<file path="src/rtl/lock_pkg.sv">
// Shared definitions for the lock controller and the passcode checker:
// compare-type codes, key codes, digit width and the checker FSM states.
package lock_pkg;

    localparam int DIGIT_W = 4;

    typedef enum logic [1:0] {
        COMPAREPC = 2'd0,
        COMPAREUC = 2'd1,
        MATCHUC   = 2'd2,
        STOREUC   = 2'd3
    } cmp_type_e;

    localparam logic [3:0] KEY_DIGIT_MAX = 4'd6;
    localparam logic [3:0] KEY_CANCEL    = 4'd7;
    localparam logic [3:0] KEY_PROG      = 4'd8;
    localparam logic [3:0] KEY_LOCK      = 4'd9;

    typedef enum logic [1:0] {
        S_IDLE,
        S_ENTRY,
        S_COMPARE,
        S_DONE
    } state_e;

endpackage

</file>
<file path="src/rtl/code_entry_buffer.sv">
// Keypad entry buffer: detects presses (bstate falling), appends digit keys
// at index count while enabled, saturates with an overflow flag, and keeps
// registered length-validity flags.
module code_entry_buffer
    import lock_pkg::*;
#(
    parameter int MIN_LEN = 4,
    parameter int MAX_LEN = 6,
    parameter int PC_LEN  = 6,
    parameter int CNT_W   = $clog2(MAX_LEN + 1)
) (
    input  logic                              hwclk,
    input  logic                              reset,
    input  logic [3:0]                        button,
    input  logic                              bstate,
    input  logic                              read_input,
    input  logic                              enable,
    input  logic                              clear,
    output logic [MAX_LEN-1:0][DIGIT_W-1:0]   digits,
    output logic [CNT_W-1:0]                  count,
    output logic                              overflow,
    output logic                              valid_len,
    output logic                              valid_len_pc
);

    logic bstate_q;
    logic press;
    logic append;

    // Previous key-held level; a press is held-then-released.
    always_ff @(posedge hwclk) begin
        if (reset) bstate_q <= 1'b0;
        else       bstate_q <= bstate;
    end

    // A press landing in the read_input fall cycle sees read_input=0 and is dropped.
    assign press  = bstate_q & ~bstate;
    assign append = enable & press & read_input & (button <= KEY_DIGIT_MAX);

    // Entry length with saturation; the digit past MAX_LEN only flags overflow.
    always_ff @(posedge hwclk) begin
        if (reset || clear) begin
            count    <= '0;
            overflow <= 1'b0;
        end else if (append) begin
            if (count == CNT_W'(MAX_LEN)) overflow <= 1'b1;
            else                          count    <= count + 1'b1;
        end
    end

    for (genvar g = 0; g < MAX_LEN; g++) begin : g_slot
        // Slot g captures the digit pressed while count==g.
        always_ff @(posedge hwclk) begin
            if (reset || clear)
                digits[g] <= '0;
            else if (append && count == CNT_W'(g))
                digits[g] <= button[DIGIT_W-1:0];
        end
    end

    // Length flags trail count by one cycle; sampled by the controller later.
    always_ff @(posedge hwclk) begin
        if (reset) begin
            valid_len    <= 1'b0;
            valid_len_pc <= 1'b0;
        end else begin
            valid_len    <= !overflow && count >= CNT_W'(MIN_LEN) && count <= CNT_W'(MAX_LEN);
            valid_len_pc <= !overflow && count == CNT_W'(PC_LEN);
        end
    end

endmodule

</file>
<file path="config.mk">
export PLATFORM = sky130hd
export DESIGN_NAME = code_entry_buffer
export DESIGN_NICKNAME = d
export VERILOG_FILES = /design/src/rtl/lock_pkg.sv /design/src/rtl/code_entry_buffer.sv
export SDC_FILE = /design/constraint.sdc
export NUM_CORES = 1
export LEC_CHECK = 0
export ABC_AREA = 1
export BUFFER_PORTS_ARGS = -buffer_cell sky130_fd_sc_hd__buf_2
export CAP_MARGIN = 20
export CORE_MARGIN = 10
export CORE_UTILIZATION = 45
export DETAILED_ROUTE_END_ITERATION = 8
export PLACE_DENSITY = 0.72
export SETUP_SLACK_MARGIN = 0.15
export SLEW_MARGIN = 5
export SYNTH_ARGS = -nofsm -noshare
export SYNTH_HDL_FRONTEND = slang
export SYNTH_SLANG_ARGS = --single-unit
</file>
<file path="constraint.sdc">
create_clock -name hwclk -period 1.4 [get_ports hwclk]
set_clock_uncertainty 0.1 [all_clocks]
set_input_delay 0.07 -clock hwclk [delete_from_list [all_inputs] [get_ports hwclk]]
set_output_delay 0.07 -clock hwclk [all_outputs]
set_load 0.02 [all_outputs]
</file>
==> results.md, run 1 <==
- Status: finished clean
- Vias in the first global route: 1168
- Tot GR Track Use: 0.126
- WP data required: 1520 ps
- Cell area after synthesis: 1290 sq um
- Area after DPL: 1520 sq um
- Unique masters post-synth: 16
- DP HPWL: 2350 um
- Wire per inst: 13.2 um
- Rel. slew slack: 0.809
- GR Overflow Total: 0
- Worst slack, placed: 30.4 ps
- Met2 Resource Use GR: 0.205
- Num CTS Buffers: 5
- Clock share of power: 0.379
- Skew-Pair Late Insertion Delay: 330 ps
- DRT iter0 DRCs: 48
- Initial DRT Pass Iterations: 4
- Worst Hold Class: in -> reg
- Final Cell Area: 1790 sq um
- Fin nets: 239
- Met3 Track Usage GR: 0.0673
- First-pass GRT wire length: 5400 um
- PD cells: 867 nW/um^2
- Switching part of the total: 0.224
- Critical path data arrival time: 1390 ps
- CTS Sinks: 31
- Final total power: 0.00155 W
- Worst-path cell chain: inv_4, ha_1, inv_2, nor2_4, nand3_1, nand2_1, nor2_1
- Diode count: 0
- Via density: 5.04
- Critical Path Sink Type: flop
- Remaining DRCs: 0
- Synth Instances: 174
- NetSw: 0.000348 W
- Combinational power share: 0.055
- Initial antenna violation count: 0
- Core area: 2760 sq um
- Slowest CP cell: dfxtp_4
- Starting Density: 0.470
- FF-to-FF path depth: 7
- Area delta synth->final: 38.4%
- Worst path max stage delay: 390 ps
- Max Cap Viol: 0
- CP max FO: 7
- Worst Tran Pin Value: 286 ps
- Clk root buf: clkbuf_4
- Share of cells above drive strength 1: 0.373
- Max-slew violations: 0
- CP Depth: 7
- Number of H-tree levels: 2
- Flops & latches, synth: 31
- Setup violators final: 0
- Die Area: 5420 sq um
- FMAX: 789 MHz
- Row cnt: 19
- Vias post-DR: 1290
- R2r startpoint: count[0]$_SDFFE_PP0P_
- Grt met1 use: 0.135
- CTS clk-pin slew, worst paths: 100 ps
- IO Port Bufs: 39
- Die W: 73.6 um
- Total nets after synthesis: 189
- Sequential share of power: 0.566
- Crit path kind: reg -> reg
- LEAKAGE: 0.803 nW
- Total negative slack: 0 ps
- CP Launch Point: count[0]$_SDFFE_PP0P_
- Sequential fraction of the synthesis area: 0.479
- Final ANT Viol Nets: 0
- Hold violation count in the final report: 0
- Final worst setup slack: 132 ps
- Clk buf depth: 2
- Placed insts: 240
- Final GP Congestion: 0.758
- Final wirelength: 3370 um
- Crit path time final: 1270 ps
- Post-route insts no fill: 256
- RSZ-0062 raised after global routing: true
- Syn_area_per_cell: 7.44 sq um
- Worst min-delay path startpoint: clear
- Final period util: 0.906
- Die height: 73.6 um
- IO Pins: 40
- Crit path launch type: flop
- Peak supply drop: 0.824 mV
- Number of fillers in the final layout: 252
- Syn. warnings: 0
- Top Usage Layer GRT: met2
- Pin count of the biggest net entering global routing: 29
- Buf+Inv Stages, Crit Path: 2
- Worst hold path stage count: 5
- Internal power: 0.00121 W
- CTS tree: yes
- Delay-heaviest family, CP: flip-flops
[placed cells by master (no fill, tap or decap), types with 2 or more instances in the layout]
master and n:
dfxtp_1 28, a21oi_1 25, nor2_2 2, nor2_1 26, dlygate4sd3_1 2, clkbuf_4 5, dfxtp_4 3, nand2_1 31
nand3_2 6, inv_2 5, nand3_1 13, buf_2 39, inv_1 9, o21ai_0 2, inv_4 2, clkbuf_8 2
ha_4 3, buf_4 6, buf_6 3, nor2_4 4
[synth_stat cells]
cell | count | area, sq um
nand2_1 | 32 | 120
dfxtp_1 | 31 | 621
nor2_1 | 31 | 116
a21oi_1 | 26 | 130
nand3_1 | 19 | 95.1
inv_1 | 16 | 60.1
ha_1 | 5 | 62.6
buf_2 | 4 | 20.0
buf_6 | 2 | 22.5
o21ai_0 | 2 | 10.0
buf_4 | 1 | 7.51
clkbuf_2 | 1 | 5.00
nand3b_1 | 1 | 7.51
nor2_2 | 1 | 6.26
nor3_1 | 1 | 5.00
nor4_1 | 1 | 6.26
[cells by family (layout without fill, tap and decap cells)]
| kind of cell | Yosys count | count (layout) | share of synthesized area |
|---|---|---|---|
| fa+ha+maj | 5 | 5 | 0.0483 |
| buf+inv | 24 | 75 | 0.0889 |
| simple gates | 86 | 86 | 0.275 |
| compound gates | 28 | 28 | 0.108 |
| flops | 31 | 31 | 0.479 |
[worst reg2reg max path: cells and delay by family (launching register included)]
kind                       cells  cell delay (ps)
buffers and inverters          2              120
DFF                            1              390
adders and majority gates      1              170
and+or+nand+nor                4              380
[path summary, 6_finish.rpt]
check | end | slack [ps]
hold reg to reg | digits[23]$_SDFFE_PP0P_ | 350
setup reg to reg | digits[10]$_SDFFE_PP0P_ | 130
hold / removal | overflow$_SDFFE_PP0P_ | 60
setup / recovery | digits[10]$_SDFFE_PP0P_ | 130
[power by group through the flow]
stage / Sequential [W] / Combinational, W / Clock (W)
finish: 0.000879 / 0.0000852 / 0.000589
global route: 0.000880 / 0.0000935 / 0.000639
CTS: 0.000881 / 0.0000764 / 0.000596
detailed placement: 0.000904 / 0.0000711 / 0
global placement: 0.000903 / 0.0000699 / 0
floorplan: 0.000904 / 0.0000431 / 0
[registers in the layout, indices dropped and copies added (netlist names)]
signal / count
valid_len: 1
digits: 24
bstate_q: 1
count: 3
valid_len_pc: 1
overflow: 1
[stage by stage]
step | util | hold WS, ps
2_1_floorplan | - | 42.4
3_3_place_gp | 0.551 | 191
3_5_place_dp | 0.551 | 201
4_1_cts | 0.596 | 80.6
5_1_grt | 0.650 | 70.1
6_report | 0.650 | 64.1
[layer usage]
layer	routed length (um)	part of all wire	up-vias
met5	0	0	-
met4	20	0.0059	0
met3	265	0.079	2
met2	1690	0.50	31
met1	1390	0.41	601
li1	-	-	656
[area by class of cell]
class,count,area (sq um),share of cell area
clock buffer,8,68.8,0.0384
tap,31,38.8,0.0216
inverter,16,65.1,0.0363
timing repair buffer,51,314,0.175
multi-input combinational,119,673,0.376
sequential,31,632,0.353
[repair_timing]
action	in CTS	in global routing
endpoints found under the setup margin	16	22
setup buffers	1	4
gates resized for setup	9	31
hold endpoints to repair	3	0
cloned	0	1
pin swaps	2	8
hold buffers	2	0
(Power assumes the default switching activity.)
==> run 2: changes to the inputs <==
--- a/config.mk
+++ b/config.mk
@@ -5,13 +5,12 @@
 export SDC_FILE = /design/constraint.sdc
 export NUM_CORES = 1
 export LEC_CHECK = 0
-export ABC_AREA = 1
 export BUFFER_PORTS_ARGS = -buffer_cell sky130_fd_sc_hd__buf_2
 export CAP_MARGIN = 20
-export CORE_MARGIN = 10
+export CORE_MARGIN = 4
 export CORE_UTILIZATION = 45
 export DETAILED_ROUTE_END_ITERATION = 8
-export PLACE_DENSITY = 0.72
+export PLACE_DENSITY = 0.71
 export SETUP_SLACK_MARGIN = 0.15
 export SLEW_MARGIN = 5
 export SYNTH_ARGS = -nofsm -noshare
==> run 2 against run 1 <==
Against the previous run: the flow now finishes with violations (hold timing, setup timing); sequential share of layout area down 1.8 points; sequential power barely moved; synthesized cell count decreased by 26%; maximum frequency fell by 16%; worst hold slack worse by 160 ps; sequential cell count did not move; clock-buffer cell count shrank 1; critical endpoint is now digits[19]$_SDFFE_PP0P_; via count shrank 11%.
==> results.md, run 2 <==
- First-pass GRT wire length: 5000 um (-7.5%)
- Sequential share of power: 0.550 (-0.016)
- Worst path max stage delay: 460 ps (+70 ps)
- Final worst setup slack: -111 ps (-243 ps)
- Top Registers: digits: 24 flops, count: 3 flops
- CTS tree: yes
- Hold violation count in the final report: 1 (+1)
- Final Cell Area: 1890 sq um (+5.2%)
- Share of the synthesized area in the top cell type: 0.478 (-0.00139)
- Skew-Pair Late Insertion Delay: 350 ps (+20 ps)
- LEAKAGE: 0.894 nW (+11%)
- Failing checks: hold timing, setup timing
- FF/Latch Area: 631 sq um (-0.20%)
- Post-synth ARST share: 0 (unchanged)
- Max-slew violations: 0 (unchanged)
- Wire per inst: 14.8 um (+13%)
- CTS Sinks: 31 (unchanged)
- Num CTS Buffers: 5 (unchanged)
- Most common cell after layout, fill and taps aside: buf_2
- Area delta synth->final: 45.2%
- CTS clk-pin slew, worst paths: 110 ps (about the same)
- Worst hold slack: -92.2 ps (-156 ps)
- Combinational power share: 0.060 (+0.005)
- Clk buf depth: 2 (unchanged)
- Syn_area_per_cell: 10.1 sq um (+36%)
- Worst Tran Pin Value: 389 ps (+103 ps)
- Peak supply drop: 1.01 mV (+23%)
- Largest area contributor in the netlist: dfxtp_1
- Via density: 5.22 (+3.6%)
- Tot GR Track Use: 0.185 (+0.0583)
- Multi-input gate area: 753 sq um (+12%)
- Switching part of the total: 0.243 (+0.0196)
- NetSw: 0.000390 W (+12%)
- Starting Density: 0.471 (+0.00136)
- Worst slack, placed: -53.7 ps (-84.1 ps)
- Share of cells above drive strength 1: 0.481 (+0.108)
- Cell area after synthesis: 1300 sq um (+0.29%)
- Rel. slew slack: 0.734 (-0.0750)
- Row cnt: 19 (unchanged)
- Internal power: 0.00121 W (+0.63%)
- Most common flop cell mapped by yosys: dfxtp_1
- Flops & latches, synth: 31 (unchanged)
- FMAX: 662 MHz (-16%)
- Final total power: 0.00160 W (+3.2%)
- Pin count of the biggest net entering global routing: 14 (-52%)
- Sequential fraction of the synthesis area: 0.478 (-0.00139)
- Final ANT Viol Nets: 0 (unchanged)
- Status: finished with violations
- Max Cap Viol: 0 (unchanged)
- Total nets after synthesis: 143 (-24%)
- Total negative slack: -592 ps (-592 ps)
- Synth Instances: 128 (-26%)
- DP HPWL: 2300 um (-2.0%)
- Critical Path Sink Type: flop
- Crit path kind: reg -> reg
- Vias post-DR: 1148 (-11%)
- Area contributors post-synth: dfxtp_1 (48%), mux2i_1 (15%), nand2_1 (9.0%)
- Syn. warnings: 0 (unchanged)
- Crit path launch type: flop
- Final period util: 1.08 (+0.174)
- Clock share of power: 0.390 (+0.011)
- GR Overflow Total: 0 (unchanged)
- Fin nets: 203 (-15%)
- Critical path data arrival time: 1650 ps (+260 ps)
- Initial antenna violation count: 0 (unchanged)
- PD cells: 851 nW/um^2 (-1.9%)
- IO Pins: 40 (unchanged)
- Die height: 61.7 um (-16%)
- Final wirelength: 3260 um (-3.3%)
- Remaining DRCs: 0 (unchanged)
- RSZ-0062 raised after global routing: true
- Most frequent cells in the layout: buf_2 (38), nand2_1 (30), dfxtp_1 (27), mux2i_1 (19), buf_4 (14)
- WP data required: 1530 ps (about the same)
- Top reg by flops: digits
- CP max FO: 4 (-3)
- Die Area: 3810 sq um (-30%)
- Area after DPL: 1650 sq um (+8.2%)
- Top post-synthesis cells by count: dfxtp_1 (31), nand2_1 (31), mux2i_1 (19)
- Number of fillers in the final layout: 211 (-16%)
- Diode count: 0 (unchanged)
- DRT iter0 DRCs: 22 (-54%)
- Crit path time final: 1510 ps (+243 ps)
- Die W: 61.7 um (-16%)
- Vias in the first global route: 1129 (-3.3%)
- Worst-path cell chain: inv_4, ha_4, nand2_2, or4_4, and3_1
- Setup violators final: 14 (+14)
- R2R Setup Slk: -110 ps (-240 ps)
- IO Port Bufs: 39 (unchanged)
- Worst Hold Class: in -> reg
- Final GP Congestion: 0.777 (+2.6%)
- Number of flops mapped to enable cells by yosys: 0 (unchanged)
- Clk root buf: clkbuf_4
- Number of H-tree levels: 2 (unchanged)
- Slowest CP cell: or4_4
- Unique masters post-synth: 25 (+9)
- Core area: 2760 sq um (unchanged)
- Initial DRT Pass Iterations: 4 (unchanged)
- Largest register FFs: 24 (unchanged)
-- run 2: changes by cell type in the layout (fill, tap and decap cells not counted), sizes merged, moves of 2 or more --
cell	delta
a21oi	-26
and3	+4
buf	+8
inv	-11
mux2i	+19
nand2b	+3
nand3	-17
nor2	-28
nor4	+2
o31ai	+2
or4	+2
-- run 2: routing by layer --
metal | global-route usage | part of all wire | vias to the layer above
met4 | 0.0939 | 0.020 | 0
met3 | 0.0806 | 0.064 | 7
li1 | - | - | 560
met2 | 0.287 | 0.48 | 36
met1 | 0.217 | 0.44 | 545
met5 | 0 | 0 | -
-- run 2: cell families (layout without fill, tap and decap cells) --
family,count (synthesis),after routing,share of synthesized area
buffers and inverters,10,71,0.0462
flip-flops,31,31,0.478
AND/OR/NAND/NOR,56,56,0.241
AO/OA/AOI/OAI,7,7,0.0405
multiplexers,19,19,0.146
adder cells (fa/ha/maj),5,5,0.0482
-- run 2: cell type report --
class / instances / area share
Tap cell: 31 / 0.0206
Clock buffer: 7 / 0.0345
Timing Repair Buffer: 59 / 0.197
Inverter: 4 / 0.0106
Multi-Input combinational cell: 87 / 0.399
Sequential cell: 31 / 0.334
Clock inverter: 1 / 0.00332
-- run 2: metrics by stage --
| step | utilization | std cells | hold slack [ps] |
|---|---|---|---|
| 4_1_cts | 0.645 | 218 | -94.0 |
| 2_1_floorplan | - | 128 | 34.2 |
| 6_report | 0.684 | 220 | -92.2 |
| 3_5_place_dp | 0.597 | 205 | 190 |
| 3_3_place_gp | 0.597 | 205 | 188 |
| 5_1_grt | 0.684 | 220 | -90.9 |
-- run 2: timing repair --
item,in CTS,in global routing
gates resized for setup,5,20
buffers inserted,3,2
hold buffers,2,1
pin swaps,0,6
endpoints found under the setup margin,26,30
hold endpoints to repair,4,3
-- run 2: worst paths after layout --
check             cells after the start              startpoint                      end
setup / recovery                      5   count[0]$_SDFFE_PP0P_  digits[19]$_SDFFE_PP0P_
hold / removal                        3                   clear    count[2]$_SDFFE_PP0P_
setup reg to reg                      5   count[0]$_SDFFE_PP0P_  digits[19]$_SDFFE_PP0P_
hold reg to reg                       2  digits[7]$_SDFFE_PP0P_   digits[7]$_SDFFE_PP0P_
-- run 2: critical path, delay by kind of cell (launching register included) --
family                   cells  cell delay (ps)
adder cells (fa/ha/maj)      1              130
buffers and inverters        1               70
flip-flops                   1              390
AND/OR/NAND/NOR              3              710
-- run 2: power by group through the flow --
stage	sequential [W]	combinational [W]	clock (W)
finish	0.000882	0.0000958	0.000626
global route	0.000883	0.000104	0.000681
CTS	0.000882	0.0000835	0.000631
detailed placement	0.000902	0.0000778	0
global placement	0.000902	0.0000751	0
floorplan	0.000903	0.0000344	0
